## config.mk

```make
export PLATFORM = sky130hd
export DESIGN_NAME = pixel_shift_sequencer
export DESIGN_NICKNAME = d
export VERILOG_FILES = /design/src/rtl/pixel_shift_pkg.sv /design/src/rtl/pixel_shift_sequencer_raster.sv /design/src/rtl/pixel_shift_sequencer.sv
export SDC_FILE = /design/constraint.sdc
export NUM_CORES = 1
export LEC_CHECK = 0
export CAP_MARGIN = 10
export CORE_MARGIN = 1
export CORE_UTILIZATION = 40
export DETAILED_ROUTE_END_ITERATION = 12
export PLACE_DENSITY = 0.65
export RECOVER_POWER = 25
export SLEW_MARGIN = 20
export SYNTH_ARGS = -nofsm -noshare
export SYNTH_HDL_FRONTEND = slang
export SYNTH_SLANG_ARGS = --single-unit
```

## constraint.sdc

```tcl
create_clock -name clock -period 2.1 [get_ports clock]
set_input_delay 0.315 -clock clock [delete_from_list [all_inputs] [get_ports clock]]
set_output_delay 0.315 -clock clock [all_outputs]
set_load 0.005 [all_outputs]
```

## src/rtl/pixel_shift_pkg.sv

```systemverilog
// Shared types and width helpers for the pixel-shift capture sequencer.
package pixel_shift_pkg;

  // Sequencer states, in the order a nominal pass visits them.
  typedef enum logic [2:0] {
    IDLE,
    MOVE,
    SETTLE,
    CAPTURE,
    STREAM,
    NEXT,
    DONE
  } state_t;

  localparam int DEF_IMG_W         = 64;
  localparam int DEF_IMG_H         = 64;
  localparam int DEF_SHIFT_POS     = 4;
  localparam int DEF_SETTLE_CYCLES = 16;
  localparam int DEF_ACK_TIMEOUT   = 1024;

  // Bits needed to hold 0..n-1, never less than one bit.
  function automatic int width_of(input int n);
    return (n <= 1) ? 1 : $clog2(n);
  endfunction

  function automatic int max_of(input int a, input int b);
    return (a > b) ? a : b;
  endfunction

endpackage

```

## src/rtl/pixel_shift_sequencer_raster.sv

```systemverilog
// Raster x/y walker: x runs fastest, both wrap to 0 after (W-1, H-1).
// 'last' flags the final pixel of the frame from the registered counters.
module raster_counter
  import pixel_shift_pkg::*;
#(
  parameter int W = DEF_IMG_W,
  parameter int H = DEF_IMG_H
) (
  input  logic                     clock,
  input  logic                     reset_n,
  input  logic                     clear,
  input  logic                     enable,
  output logic [width_of(W)-1:0]   x,
  output logic [width_of(H)-1:0]   y,
  output logic                     last
);

  localparam int XW = width_of(W);
  localparam int YW = width_of(H);
  localparam logic [XW-1:0] X_MAX = XW'(W - 1);
  localparam logic [YW-1:0] Y_MAX = YW'(H - 1);
  localparam logic [XW-1:0] X_ONE = XW'(1);
  localparam logic [YW-1:0] Y_ONE = YW'(1);

  assign last = (x == X_MAX) && (y == Y_MAX);

  // Advance one pixel per enabled cycle; clear has priority over enable.
  always_ff @(posedge clock or negedge reset_n) begin
    if (!reset_n) begin
      x <= '0;
      y <= '0;
    end else if (clear) begin
      x <= '0;
      y <= '0;
    end else if (enable) begin
      if (x == X_MAX) begin
        x <= '0;
        y <= (y == Y_MAX) ? '0 : y + Y_ONE;
      end else begin
        x <= x + X_ONE;
      end
    end
  end

endmodule

```

## src/rtl/pixel_shift_sequencer.sv

```systemverilog
// Pixel-shift capture sequencer: move actuator, settle, capture one frame,
// stream its pixel addresses to the combiner, repeat for every position.
//
// Pixel handshake: a pixel (pixel_counter_x, pixel_counter_y) is transferred
// on a rising clock edge where pixel_valid and pixel_ready are both 1 and
// abort is 0; while pixel_ready is 0 the address holds and pixel_valid stays
// high. pixel_valid never depends combinationally on pixel_ready.
module pixel_shift_sequencer
  import pixel_shift_pkg::*;
#(
  parameter int IMG_W         = DEF_IMG_W,
  parameter int IMG_H         = DEF_IMG_H,
  parameter int SHIFT_POS     = DEF_SHIFT_POS,
  parameter int SETTLE_CYCLES = DEF_SETTLE_CYCLES,
  parameter int ACK_TIMEOUT   = DEF_ACK_TIMEOUT
) (
  input  logic                             clock,
  input  logic                             reset_n,
  input  logic                             start,
  input  logic                             abort,
  output logic                             shift_req,
  output logic [width_of(SHIFT_POS)-1:0]   shift_pos,
  input  logic                             shift_ack,
  output logic                             capture_start,
  input  logic                             capture_done,
  output logic                             pixel_valid,
  input  logic                             pixel_ready,
  output logic [width_of(IMG_W)-1:0]       pixel_counter_x,
  output logic [width_of(IMG_H)-1:0]       pixel_counter_y,
  output logic                             last_pixel,
  output logic                             busy,
  output logic                             done,
  output logic                             error,
  output state_t                           fsm_state
);

  localparam int PW  = width_of(SHIFT_POS);
  localparam int WCW = width_of(max_of(ACK_TIMEOUT, SETTLE_CYCLES));
  localparam logic [PW-1:0]  POS_LAST   = PW'(SHIFT_POS - 1);
  localparam logic [PW-1:0]  POS_ONE    = PW'(1);
  localparam logic [WCW-1:0] WAIT_ONE   = WCW'(1);
  localparam logic [WCW-1:0] SETTLE_END = WCW'(SETTLE_CYCLES - 1);
  localparam logic [WCW-1:0] TIMEOUT_END = WCW'(ACK_TIMEOUT - 1);

  state_t          state;
  logic [PW-1:0]   index;
  logic [WCW-1:0]  wait_cnt;
  logic            frame_last;
  logic            xfer;
  logic            raster_clear;

  // A pixel counts only when the handshake completes and no abort overrides it.
  assign xfer         = pixel_valid & pixel_ready & ~abort;
  assign raster_clear = abort | (state == IDLE);

  raster_counter #(
    .W (IMG_W),
    .H (IMG_H)
  ) u_raster (
    .clock   (clock),
    .reset_n (reset_n),
    .clear   (raster_clear),
    .enable  (xfer),
    .x       (pixel_counter_x),
    .y       (pixel_counter_y),
    .last    (frame_last)
  );

  assign shift_pos  = index;
  assign last_pixel = pixel_valid & frame_last;
  assign busy       = (state != IDLE);
  assign fsm_state  = state;

  // Sequencer FSM with the shared wait/timeout counter and position index.
  // wait_cnt is zeroed on every state entry and only runs in the waiting states.
  always_ff @(posedge clock or negedge reset_n) begin
    if (!reset_n) begin
      state         <= IDLE;
      index         <= '0;
      wait_cnt      <= '0;
      shift_req     <= 1'b0;
      capture_start <= 1'b0;
      pixel_valid   <= 1'b0;
      done          <= 1'b0;
      error         <= 1'b0;
    end else begin
      capture_start <= 1'b0;
      done          <= 1'b0;
      if (abort) begin
        state       <= IDLE;
        index       <= '0;
        wait_cnt    <= '0;
        shift_req   <= 1'b0;
        pixel_valid <= 1'b0;
      end else begin
        case (state)
          IDLE: begin
            if (start) begin
              state     <= MOVE;
              index     <= '0;
              wait_cnt  <= '0;
              error     <= 1'b0;
              shift_req <= 1'b1;
            end
          end
          MOVE: begin
            if (shift_ack) begin
              state     <= SETTLE;
              shift_req <= 1'b0;
              wait_cnt  <= '0;
            end else if (wait_cnt == TIMEOUT_END) begin
              state     <= IDLE;
              shift_req <= 1'b0;
              error     <= 1'b1;
              index     <= '0;
              wait_cnt  <= '0;
            end else begin
              wait_cnt <= wait_cnt + WAIT_ONE;
            end
          end
          SETTLE: begin
            if (wait_cnt == SETTLE_END) begin
              state         <= CAPTURE;
              capture_start <= 1'b1;
              wait_cnt      <= '0;
            end else begin
              wait_cnt <= wait_cnt + WAIT_ONE;
            end
          end
          CAPTURE: begin
            if (capture_done) begin
              state       <= STREAM;
              pixel_valid <= 1'b1;
              wait_cnt    <= '0;
            end else if (wait_cnt == TIMEOUT_END) begin
              state    <= IDLE;
              error    <= 1'b1;
              index    <= '0;
              wait_cnt <= '0;
            end else begin
              wait_cnt <= wait_cnt + WAIT_ONE;
            end
          end
          STREAM: begin
            if (xfer && frame_last) begin
              state       <= NEXT;
              pixel_valid <= 1'b0;
            end
          end
          NEXT: begin
            if (index == POS_LAST) begin
              state <= DONE;
              done  <= 1'b1;
            end else begin
              state     <= MOVE;
              index     <= index + POS_ONE;
              wait_cnt  <= '0;
              shift_req <= 1'b1;
            end
          end
          DONE: begin
            state <= IDLE;
            index <= '0;
          end
          default: state <= IDLE;
        endcase
      end
    end
  end

endmodule
```

==> results of run 1 <==
==> registers in the layout, indices dropped and copies added (netlist names) <==
| signal | cells |
|---|---|
| wait_cnt | 10 |
| shift_pos | 2 |
| fsm_state | 3 |
| done | 1 |
| u_raster.x | 6 |
| capture_start | 1 |
| shift_req | 1 |
| pixel_valid | 1 |
| error | 1 |
| u_raster.y | 6 |
==> power by group <==
| group | switching (mW) | internal, mW |
|---|---|---|
| clock | 0.221 | 0.225 |
| combinational | 0.0880 | 0.0719 |
| sequential | 0.0190 | 0.631 |
==> critical path: stages (launching register included) <==
cell	delay (ns)
dfrtp_2	0.49
or3_1	0.41
clkdlybuf4s50_1	0.48
==> cells by family after synthesis <==
kind of cell               share of synthesized area [%]
and+or+nand+nor                                     26.3
adders and majority gates                           2.68
AOI/OAI and AO/OA                                   22.2
buffers and inverters                               3.48
xor gates and xnor gates                            1.41
DFF                                                 42.8
muxes                                               1.14
==> placed cells by master, fill, tap and decap left out, types with 6 or more instances in the layout <==
cell type / n
and3_1: 6
nor2_1: 22
nand2_1: 19
nor2b_1: 6
buf_4: 17
o21ai_0: 12
nand3_1: 15
dfrtp_1: 31
a21oi_1: 23
clkdlybuf4s50_1: 28
==> cells in the mapped netlist, drive strengths merged (2+ instances only) <==
library cell	count	area (um^2)
dfrtp	32	801
a21oi	24	124
nor2	24	90.1
nand2	19	71.3
nand3	15	75.1
o21ai	12	60.1
and3	6	37.5
clkbuf	6	22.5
nor2b	6	37.5
or3	5	31.3
a21o	4	30.0
a22o	4	35.0
a31oi	4	31.3
ha	4	50.1
nand2b	4	25.0
nor3	4	20.0
and2	3	18.8
buf	3	31.3
inv	3	11.3
a211oi	2	15.0
a22oi	2	15.0
a41oi	2	17.5
nand3b	2	15.0
nand4	2	12.5
o21bai	2	15.0
xor2	2	17.5
==> final cells by class <==
type / count / area, um^2 / share of cell area [%]
clock buffer: 6 / 72.6 / 3.02
clock inverter: 1 / 5.00 / 0.208
inverter: 3 / 11.3 / 0.469
multi-input combinational: 167 / 1010 / 42.1
sequential: 32 / 802 / 33.4
tap: 52 / 65.1 / 2.71
timing repair buffer: 48 / 435 / 18.1
==> metal layers <==
metal | track usage [%] | vias up | routed length, um
li1 | - | 867 | -
met1 | 26.7 | 847 | 2200
met2 | 30.9 | 31 | 2040
met5 | 0 | - | 0
met3 | 4.91 | 6 | 146
met4 | 6.67 | 0 | 64
==> timing repair <==
item / in CTS / in global routing
buffers inserted: 1 / 3
pin swaps: 0 / 2
setup endpoints to repair: 1 / 2
resized for setup: 0 / 5
==> path summary, 6_finish.rpt <==
path / from / end / slack [ns] / depth (start not counted)
worst min register to register: wait_cnt[0]$_DFFE_PN0P_ / wait_cnt[0]$_DFFE_PN0P_ / 0.53 / 1
max in group asynchronous: reset_n / fsm_state[1]$_DFFE_PN0P_ / 0.85 / 2
worst max-delay path: fsm_state[1]$_DFFE_PN0P_ / busy / 0.12 / 2
min in group asynchronous: reset_n / u_raster.x[5]$_DFFE_PN0P_ / 0.66 / 2
worst max register to register: wait_cnt[0]$_DFFE_PN0P_ / fsm_state[0]$_DFFE_PN0P_ / 0.19 / 6
worst min-delay path: wait_cnt[0]$_DFFE_PN0P_ / wait_cnt[0]$_DFFE_PN0P_ / 0.53 / 1
==> metrics, run 1 <==
GRT Residual Overflow=0; cell area after synthesis=0.00187 mm^2; Critical Path End Type=output port; Worst Tran Pin Value=0.844 ns; Main synth FF type=dfrtp_1; fin util=54.4%; worst rel slew slack=43.7%; DRT iter0 DRCs=66; Critical Setup Path Class=register to output port; WP data arrival=1.66 ns; total I/O pin count=31; pre-CTS WS=-0.0474 ns; Achievable Freq=506 MHz; Avg Inst Size Synth=8.86 um^2; CTS tree=done; nets@finish=268; vias in the first global route=1658; CTS Buf Count=5; CTS Hold Bufs=0; DRC errors left=0; CP startpoint kind=register; fillcell total=415; first-pass GRT wire length=7760 um; Cells after Synth=211; sequential share of the synthesized area=42.8%; final hold viol count=0; Leak=1.04 nW; die width=70.4 um; total negative slack=0 ns; drt pass-1 iters=4; die height=70.4 um; FF+latch count, synth=32; Max Cap Violations=0; RD Place Congestion=0.816; clock latency on the worst-skew pair=0.28 ns; post-synth net total=222; fin crit period=1.98 ns; status=finished, final reports clean; synth unique cells=45; total power=1.26 mW; clock skew=0.00720 ns; unrepaired setup endpoints after global routing=no; Detail Placement HPWL=3080 um; Pwr Density=523 mW/mm^2; initial antenna violation count=0; asr flop ratio synth=100%; Final setup viols=0; largest net degree at the start of global routing=33; final worst-path cycle share=94.1%; Root Driver=clkbuf_8; Hold WS=0.532 ns; CTS max path bufs=2; Syn. warnings=0; required time worst endpoint=1.78 ns; clk sinks=32; antenna cells=0; Hold Crit Class=register to register; final wirelength=4450 um; setup ws final=0.123 ns; # port buffers=30; area of the core region=0.00441 mm^2; critical-path maximum fanout=12; vias per cell=5.67; Initial Util=42.3%; htree depth=2; WL/cell=14.4 um; VDD IR max=268 uV; post-route ant nets=0; Vias=1751; Final Cell Area=0.00240 mm^2; Cells after DPL=298; CTS clock-pin slew for the worst setup and hold paths=0.07 ns; Post-Layout Cell Count=309; dpl cell area=0.00229 mm^2; DIE AREA=0.00495 mm^2; Slew Limit Fails=0; fraction of layout cells with a size suffix above 1=13.6%; number of synthesized flops with an enable pin=0; Area growth syn-to-layout=28.5%; Rows=24; Tot GR Track Use=19.8%
Power figures use the tool's default switching activity.
==> run 2: changes to the inputs <==
- CAP_MARGIN: 10 -> 20
- DONT_BUFFER_PORTS: not set -> 1
- PLACE_DENSITY: 0.65 -> 0.56
==> metrics, run 2 (synthesized netlist as in run 1, its figures left out) <==
status=finished, final reports clean; drt pass-1 iters=4 (unchanged); DRT iter0 DRCs=93 (+41%); CTS clock-pin slew for the worst setup and hold paths=0.07 ns (about the same); Max Cap Violations=0 (unchanged); largest net degree at the start of global routing=33 (unchanged); WL/cell=15.4 um (+6.6%); top flop regs=wait_cnt (10), u_raster.x (6), u_raster.y (6); first-pass GRT wire length=6900 um (-11%); required time worst endpoint=2.26 ns (+0.48 ns); antenna cells=0 (unchanged); GRT Residual Overflow=0 (unchanged); critical-path maximum fanout=5 (-7); Vias=1592 (-9.1%); Slew Limit Fails=0 (unchanged); final wirelength=4120 um (-7.6%); total negative slack=0 ns (unchanged); Critical Path End Type=register; clock latency on the worst-skew pair=0.28 ns (about the same); final worst-path cycle share=94.1% (about the same); unrepaired setup endpoints after global routing=no; Rows=24 (unchanged); most frequent cells in the layout=dfrtp_1 (32), nor2_1 (24), a21oi_1 (23), nand2_1 (19), nand3_1 (15); initial antenna violation count=0 (unchanged); Detail Placement HPWL=2910 um (-5.6%); flop-to-flop setup slack=0.12 ns (-0.07 ns); vias in the first global route=1524 (-8.1%); CP startpoint=wait_cnt[1]$_DFFE_PN0P_; post-CTS sizing=0 (unchanged); post-route ant nets=0 (unchanged); Initial Util=42.3% (unchanged); worst rel slew slack=47.0% (+3.3 points); worst r2r src=wait_cnt[1]$_DFFE_PN0P_; Area growth syn-to-layout=8.77%; commonest non-fill, non-tap cell in the layout=dfrtp_1; area of the core region=0.00441 mm^2 (unchanged); Hold Crit Class=input pin to register; fin crit period=1.98 ns (+0.000274 ns); nets@finish=226 (-16%); Root Driver=clkbuf_8; Worst Tran Pin Value=0.795 ns (-0.0495 ns); HP Start=abort; clock skew=0.0100 ns (+0.00281 ns); die height=70.4 um (unchanged); Leak=0.873 nW (-16%); htree depth=2 (unchanged); Critical Setup Path Class=register to register; CTS Buf Count=5 (unchanged); die width=70.4 um (unchanged); CP startpoint kind=register; clk sinks=32 (unchanged); # port buffers=0 (-100%); fillcell total=421 (+1.4%); Achievable Freq=506 MHz (about the same); RD Place Congestion=0.765 (-6.2%); fraction of layout cells with a size suffix above 1=8.80% (-4.8 points); max reg flops=10 (unchanged); final hold viol count=0 (unchanged); Largest Register=wait_cnt; Final setup viols=0 (unchanged); CTS max path bufs=2 (unchanged); Tot GR Track Use=17.4% (-2.4 points); DIE AREA=0.00495 mm^2 (unchanged); CTS tree=done; DRC errors left=0 (unchanged); WP data arrival=2.13 ns (+0.47 ns); total I/O pin count=31 (unchanged); fin util=46.1% (-8.4 points); vias per cell=5.94 (+4.8%); Pwr Density=661 mW/mm^2 (+26%); VDD IR max=620 uV (+130%)
run 2: cell count changes in the layout (fill, tap and decap cells not counted), moves of 2 or more:
cell	previous run	this run
clkdlybuf4s50_1	28	0
buf_4	17	4
nor2_1	22	24
nor2_2	2	0
run 2: final cells by class:
type | count | area (um^2) | area share [%]
Clock buffer | 6 | 72.6 | 3.57
Clock inverter | 2 | 35.0 | 1.72
Inverter | 3 | 11.3 | 0.554
Multi-Input combinational cell | 167 | 1000 | 49.4
Sequential cell | 32 | 801 | 39.4
Tap cell | 52 | 65.1 | 3.20
Timing Repair Buffer | 6 | 45.0 | 2.22
run 2: what timing repair did:
| action | 4_1_cts | 5_1_grt |
|---|---|---|
| hold buffers | 2 | 0 |
| hold endpoints to repair | 32 | 0 |
| buffers inserted | 0 | 0 |
run 2: routing by layer:
metal	GRT usage (%)	wire length, um	up-vias
met2	29.4	2030	36
met3	5.19	255	2
li1	-	-	778
met4	6.44	19	0
met5	0	0	-
met1	20.8	1820	776
run 2: per-stage QoR:
stage	cell area, um^2	total power [mW]	hold slack, ns	worst slack [ns]	cells
after floorplan	1870	0.752	0.0194	0.344	211
after global placement	1910	0.763	0.0204	0.232	258
after detailed placement	1910	0.772	0.0201	0.118	258
after CTS	2050	1.37	0.0783	0.0966	268
after global routing	2030	1.41	0.0693	0.00131	268
final	2030	1.34	0.0838	0.123	268
run 2: path summary, 6_finish.rpt:
path                                        endpoint  cells past startpoint
min in group asynchronous  u_raster.x[5]$_DFFE_PN0P_                      2
min                          pixel_valid$_DFFE_PN0P_                      1
max in group asynchronous             done$_DFF_PN0_                      2
min reg2reg                  wait_cnt[0]$_DFFE_PN0P_                      1
max                         shift_pos[0]$_DFFE_PN0P_                      6
max reg2reg                 shift_pos[0]$_DFFE_PN0P_                      6
run 2: power by group:
part           switching (mW)  leakage, nW  internal, mW
clock                   0.220       0.0552         0.352
sequential             0.0166        0.444         0.631
combinational          0.0809        0.374        0.0439
total                   0.318        0.873          1.03
run 2: worst max-delay path, stage by stage, from the launching register on:
cell     delay [ns]
dfrtp_1        0.40
ha_1           0.21
and3_1         0.25
and4_1         0.28
a21oi_1        0.08
a21oi_1        0.25
mux2_2         0.38
